===== src/rtl/wb_pkg.sv =====
// rtl/wb_pkg.sv - shared field widths and the buffered writeback entry type
package wb_pkg;

    localparam int ROBID_W  = 7;
    localparam int ECAUSE_W = 5;
    localparam int XLEN     = 32;

    typedef struct packed {
        logic                error;
        logic [ECAUSE_W-1:0] ecause;
        logic [ROBID_W-1:0]  robid;
        logic [XLEN-1:0]     result;
    } wb_entry_t;

endpackage


===== src/rtl/wb_fifo.sv =====
// rtl/wb_fifo.sv - DEPTH-entry circular FIFO of writeback entries with synchronous clear
module wb_fifo
    import wb_pkg::*;
#(
    parameter int DEPTH = 2
) (
    input  logic                       clk,
    input  logic                       rst,
    input  logic                       clear,
    input  logic                       push,
    input  wb_entry_t                  push_data,
    input  logic                       pop,
    output logic [$clog2(DEPTH):0]     count,
    output wb_entry_t                  head
);

    localparam int AW = $clog2(DEPTH);

    // Pointers carry one extra wrap bit so full and empty differ only in that bit.
    logic [AW:0] wr_ptr_q, wr_ptr_d;
    logic [AW:0] rd_ptr_q, rd_ptr_d;
    wb_entry_t   mem_q [DEPTH];
    wb_entry_t   mem_d [DEPTH];

    always_comb begin
        mem_d    = mem_q;
        wr_ptr_d = wr_ptr_q;
        rd_ptr_d = rd_ptr_q;
        if (clear) begin
            wr_ptr_d = '0;
            rd_ptr_d = '0;
        end else begin
            if (push) begin
                mem_d[wr_ptr_q[AW-1:0]] = push_data;
                wr_ptr_d = wr_ptr_q + (AW+1)'(1);
            end
            if (pop) begin
                rd_ptr_d = rd_ptr_q + (AW+1)'(1);
            end
        end
    end

    always_ff @(posedge clk or negedge rst) begin
        if (!rst) begin
            wr_ptr_q <= '0;
            rd_ptr_q <= '0;
        end else begin
            wr_ptr_q <= wr_ptr_d;
            rd_ptr_q <= rd_ptr_d;
        end
    end

    always_ff @(posedge clk) begin
        mem_q <= mem_d;
    end

    assign count = wr_ptr_q - rd_ptr_q;
    assign head  = mem_q[rd_ptr_q[AW-1:0]];

endmodule


===== src/rtl/wb_arbiter.sv =====
// rtl/wb_arbiter.sv - round-robin writeback arbiter over per-source FIFOs feeding the ROB
// Optional WB_BYPASS_EN: when every FIFO is empty, incoming beats are arbitrated directly.
module wb_arbiter
    import wb_pkg::*;
#(
    parameter int NSRC  = 4,
    parameter int DEPTH = 2
) (
    input  logic                     clk,
    input  logic                     rst,
    input  logic [NSRC-1:0]          src_valid,
    output logic [NSRC-1:0]          src_ready,
    input  logic [NSRC-1:0]          src_error,
    input  logic [NSRC*ECAUSE_W-1:0] src_ecause,
    input  logic [NSRC*ROBID_W-1:0]  src_robid,
    input  logic [NSRC*XLEN-1:0]     src_result,
    input  logic                     rob_flush,
    output logic                     wb_valid,
    output logic                     wb_error,
    output logic [ECAUSE_W-1:0]      wb_ecause,
    output logic [ROBID_W-1:0]       wb_robid,
    output logic [XLEN-1:0]          wb_result
);

    localparam int PW = (NSRC > 1) ? $clog2(NSRC) : 1;
    localparam int CW = $clog2(DEPTH) + 1;

    wb_entry_t       src_entry  [NSRC];
    wb_entry_t       fifo_head  [NSRC];
    logic [CW-1:0]   fifo_count [NSRC];
    logic [NSRC-1:0] fifo_push;
    logic [NSRC-1:0] fifo_pop;
    logic [NSRC-1:0] nonempty;
    logic [NSRC-1:0] beat;
    logic [NSRC-1:0] req;
    logic [NSRC-1:0] grant;
    logic [PW-1:0]   cand;
    logic [PW-1:0]   grant_idx;
    logic            grant_any;
    logic            bypass_sel;
    wb_entry_t       winner;

    logic [PW-1:0]   rr_ptr_q, rr_ptr_d;
    logic            wb_valid_q, wb_valid_d;
    wb_entry_t       wb_q, wb_d;

    for (genvar i = 0; i < NSRC; i++) begin : g_src
        assign src_entry[i] = '{error:  src_error[i],
                                ecause: src_ecause[ECAUSE_W*i +: ECAUSE_W],
                                robid:  src_robid[ROBID_W*i +: ROBID_W],
                                result: src_result[XLEN*i +: XLEN]};
        assign src_ready[i] = (fifo_count[i] != CW'(DEPTH));
        assign nonempty[i]  = (fifo_count[i] != '0);

        wb_fifo #(.DEPTH(DEPTH)) u_fifo (
            .clk       (clk),
            .rst       (rst),
            .clear     (rob_flush),
            .push      (fifo_push[i]),
            .push_data (src_entry[i]),
            .pop       (fifo_pop[i]),
            .count     (fifo_count[i]),
            .head      (fifo_head[i])
        );
    end

    assign beat = src_valid & src_ready;

    always_comb begin
`ifdef WB_BYPASS_EN
        bypass_sel = (nonempty == '0);
`else
        bypass_sel = 1'b0;
`endif
        req       = bypass_sel ? beat : nonempty;
        grant     = '0;
        grant_idx = '0;
        grant_any = 1'b0;
        cand      = '0;
        // Scan from rr_ptr upward with wrap; first requester wins.
        for (int k = 0; k < NSRC; k++) begin
            cand = PW'((int'(rr_ptr_q) + k) % NSRC);
            if (!grant_any && req[cand]) begin
                grant_any   = 1'b1;
                grant_idx   = cand;
                grant[cand] = 1'b1;
            end
        end

        winner    = bypass_sel ? src_entry[grant_idx] : fifo_head[grant_idx];
        fifo_push = beat;
        fifo_pop  = '0;
        if (grant_any) begin
            if (bypass_sel) begin
                fifo_push = beat & ~grant;
            end else begin
                fifo_pop = grant;
            end
        end

        wb_valid_d = grant_any && !rob_flush;
        wb_d       = wb_q;
        rr_ptr_d   = rr_ptr_q;
        if (grant_any && !rob_flush) begin
            wb_d     = winner;
            rr_ptr_d = (grant_idx == PW'(NSRC-1)) ? '0 : grant_idx + PW'(1);
        end
    end

    always_ff @(posedge clk or negedge rst) begin
        if (!rst) begin
            rr_ptr_q   <= '0;
            wb_valid_q <= 1'b0;
            wb_q       <= '0;
        end else begin
            rr_ptr_q   <= rr_ptr_d;
            wb_valid_q <= wb_valid_d;
            wb_q       <= wb_d;
        end
    end

    assign wb_valid  = wb_valid_q;
    assign wb_error  = wb_q.error;
    assign wb_ecause = wb_q.ecause;
    assign wb_robid  = wb_q.robid;
    assign wb_result = wb_q.result;

endmodule

===== config.mk =====
export PLATFORM = sky130hd
export DESIGN_NAME = wb_arbiter
export DESIGN_NICKNAME = d
export VERILOG_FILES = /design/src/rtl/wb_pkg.sv /design/src/rtl/wb_fifo.sv /design/src/rtl/wb_arbiter.sv
export SDC_FILE = /design/constraint.sdc
export NUM_CORES = 1
export LEC_CHECK = 0
export BUFFER_PORTS_ARGS = -buffer_cell sky130_fd_sc_hd__buf_2
export CAP_MARGIN = 0
export CORE_UTILIZATION = 45
export CTS_BUF_LIST = sky130_fd_sc_hd__clkbuf_8
export DETAILED_ROUTE_END_ITERATION = 10
export GPL_TIMING_DRIVEN = 0
export PLACE_DENSITY_LB_ADDON = 0.08
export SYNTH_ARGS = -nofsm -noshare
export SYNTH_HDL_FRONTEND = slang
export SYNTH_HIERARCHICAL = 1
export SYNTH_SLANG_ARGS = --single-unit

===== constraint.sdc =====
create_clock -name clk -period 12.5 [get_ports clk]
set_input_delay 3.75 -clock clk [delete_from_list [all_inputs] [get_ports clk]]
set_output_delay 3.75 -clock clk [all_outputs]
set_load 0.05 [all_outputs]

==> results.yml <==
die:
  initial_utilization_pct: 45.9
  die_h_um: 201
  die_w_um: 201
  fp.dieArea_um2: 40500
  ios: 237
  rows: 72
  core_area_um2: 38900
clock_tree:
  path_clk_slew_ns: 0.06
  cts_buffers: 73
  cts_setup_buffers: 0
  cts.repair.resized: 0
  cts_tree: "built"
  clk_latency_ns: 0.62
  holdBufCountCts: 0
  cts_max_path_buffers: 3
  clockRootBuffer: "clkbuf_8"
  clkSinkCount: 424
  cts_max_level: 3
power_and_ir_drop:
  p_leak_nw: 8.12
  power_density_nw_per_um2: 277
  vdd_drop_max_mv: 0.168
critical_path:
  critPathMaxStageDelay_ns: 0.43
  start_kind: "flip-flop"
  cpMaxStageDelayCell: "dfrtp_1"
  criticalPathCategory: "flip-flop to output pin"
  path_cells: "inv_1, ha_1, xnor2_1, xnor2_1, nand2b_1, buf_2"
  cpMostUsedCell: "xnor2_1"
  r2r_cells: 12
  cp.required_ns: 8.75
  critPathMaxFanout: 6
  worstPathArrival_ns: 2.30
  endpoint_kind: "output pin"
detailed_routing:
  drtAntennaViolNets: 0
  wl_per_cell_um: 23.2
  via_per_inst: 5.26
  dr.pass1.iters: 5
  route.met3.wl_mm: 3.33
  met2RoutedLength_mm: 22.4
  top_layer: "met5"
  first_iter_violations: 562
  wl_mm: 45.8
  vias: 10400
  wl_met1_mm: 19.0
  drc: 0
yosys:
  yosys_most_used_dff: "edfxtp_1"
  syn_area_per_cell_um2: 17.1
  synth_top_area_cell: "edfxtp_1"
  synthArstFlopShare_pct: 15.1
  ys_seq_area_share_pct: 69.5
  synth_area_leaders: "edfxtp_1 60%, dfrtp_1 9.0%, mux2_2 7.1%"
  yosys_warnings: 6
  syn_area_um2: 17900
  synth-edff-count: 360
  syn_nets: 1247
  ys_seq_elements: 424
  netlist_instances: 1048
  yosys.area.top_type_share_pct: 60.5
  yosysUniqueCellTypes: 43
sta:
  hold_ws_ns: 0.495
  setup_viol: 0
  finClkSkew_ns: 0.0426
  relSlewSlack_pct: 29.7
  layout_min_cycle_time_ns: 6.05
  tightest_slew_ns: 1.05
  fmax_mhz: 165
  drv_slew: 0
  rsz0062_at_grt: "false"
  finalSetupTns_ns: 0
  finalHoldViolations: 0
  post-route-period-util_pct: 48.4
  worst_slack_ns: 6.45
grt:
  grt_antenna_before_repair: 6
  grt_pass1_vias: 11000
  grt_max_degree: 65
  grt.total_usage_pct: 22.9
  grt-ovfl-total: 0
  grt_pass1_wl_mm: 67.4
worst_hold_path:
  hold_path_depth: 2
  hold_class: "flip-flop to flip-flop"
placement:
  dpl.hpwl_mm: 34.0
  portBuffers: 236
  postPlaceCellArea_um2: 20200
  dp_cells: 1838
  place_ws_ns: 6.48
  globalplace.congestion: 0.856
layout:
  nets: 1594
  layoutNonFillerInstCount: 1972
  syn2layout_area_growth_pct: 20.5
  stdcell_area_um2: 21500
  drive_gt1_share_pct: 41.8
job:
  cap_violations: 0
outcome:
  status: "finished clean"
area by class of cell:
class / count / area [µm²]
Fill cell: 3213 / 17400
Sequential cell: 424 / 12400
Multi-Input combinational cell: 544 / 5040
Timing Repair Buffer: 272 / 1600
Clock buffer: 85 / 1170
Tap cell: 518 / 648
Buffer: 65 / 399
Clock inverter: 48 / 195
Inverter: 15 / 56.3
Antenna cell: 1 / 2.50
final timing paths:
path / to / slack (ns) / startpoint
max in group asynchronous: wb_error$_DFFE_PN0P_ / 8.65 / rst
setup / recovery: src_ready[1] / 6.45 / g_src[1].u_fifo/wr_ptr_q[0]$_DFFE_PN0P_
hold / removal: wb_result[9]$_DFFE_PN0P_ / 0.49 / wb_result[9]$_DFFE_PN0P_
hold reg to reg: wb_result[9]$_DFFE_PN0P_ / 0.49 / wb_result[9]$_DFFE_PN0P_
min in group asynchronous: g_src[1].u_fifo/wr_ptr_q[0]$_DFFE_PN0P_ / 3.24 / rst
setup reg to reg: wb_result[15]$_DFFE_PN0P_ / 8.44 / rr_ptr_q[1]$_DFFE_PN0P_
cell families (layout without fill, tap and decap cells):
logic type | after synthesis | count (layout) | share of synthesized area (%)
AOI/OAI and AO/OA | 131 | 131 | 5.98
buffers and inverters | 80 | 485 | 2.55
adders and majority gates | 12 | 12 | 0.840
and+or+nand+nor | 153 | 153 | 4.51
xor gates and xnor gates | 17 | 17 | 0.833
other | 0 | 1 | 0
DFF | 424 | 424 | 69.5
muxes | 231 | 231 | 15.8
critical path: cells and delay by family, from the launching register on:
| family | cells | cell delay [ns] |
|---|---|---|
| fa+ha+maj | 1 | 0.21 |
| buf+inv | 2 | 0.34 |
| flops | 1 | 0.43 |
| xor+xnor | 2 | 0.51 |
| simple gates | 1 | 0.19 |
cell usage in the layout (no fill, tap or decap), types with 9 or more instances in the layout:
cell       count
nand2_1       53
nor2_1        15
mux2i_1       48
clkinv_2       9
xnor2_1       17
o2111ai_1     45
inv_1         39
buf_4         11
buf_6         42
o311ai_0      39
dfrtp_1       64
clkinv_1      14
clkbuf_1      20
ha_1          12
nand2b_1      48
mux2_2       112
buf_2        257
a21oi_1       11
mux2_4        68
clkbuf_8      85
edfxtp_1     360
per-stage QoR:
step | util (%) | power, mW
floorplan | - | 3.85
global placement | 50.6 | 4.78
detailed placement | 51.8 | 4.84
CTS | 55.3 | 6.02
global route | 55.3 | 6.29
finish | 55.3 | 5.97
report_power, final:
part	switching (mW)	internal, mW
Clock	0.545	0.617
Combinational	1.89	0.983
Sequential	0.108	1.82
Total	2.55	3.42
sequential cells by signal (all words and copies together) (netlist names):
| name | count |
|---|---|
| g_src.u_fifo/mem_q | 360 |
| wb_result | 32 |
| g_src.u_fifo/rd_ptr_q | 8 |
| g_src.u_fifo/wr_ptr_q | 8 |
| wb_robid | 7 |
| wb_ecause | 5 |
| rr_ptr_q | 2 |
| wb_error | 1 |
| wb_valid | 1 |
cell usage after synthesis, types with 3 or more instances:
master     number
edfxtp_1      360
mux2_2        112
mux2_4         68
dfrtp_1        64
nand2_1        53
mux2i_1        48
nand2b_1       48
o2111ai_1      45
o311ai_0       39
buf_2          22
clkbuf_1       20
xnor2_1        17
inv_1          15
nor2_1         15
buf_6          13
ha_1           12
a21oi_1        11
nor3b_1         9
buf_4           8
nand3b_1        8
o21ai_0         8
nor3_1          6
o311ai_1        5
a21bo_1         4
a21bo_2         4
and2_1          4
mux4_2          3
o22ai_1         3
or2_2           3
routing by layer:
layer | global-route usage, % | up-vias
li1 | - | 4816
met1 | 28.5 | 5161
met2 | 38.3 | 308
met5 | 0 | -
met3 | 7.06 | 72
met4 | 7.25 | 10
Power figures use the tool's default switching activity.
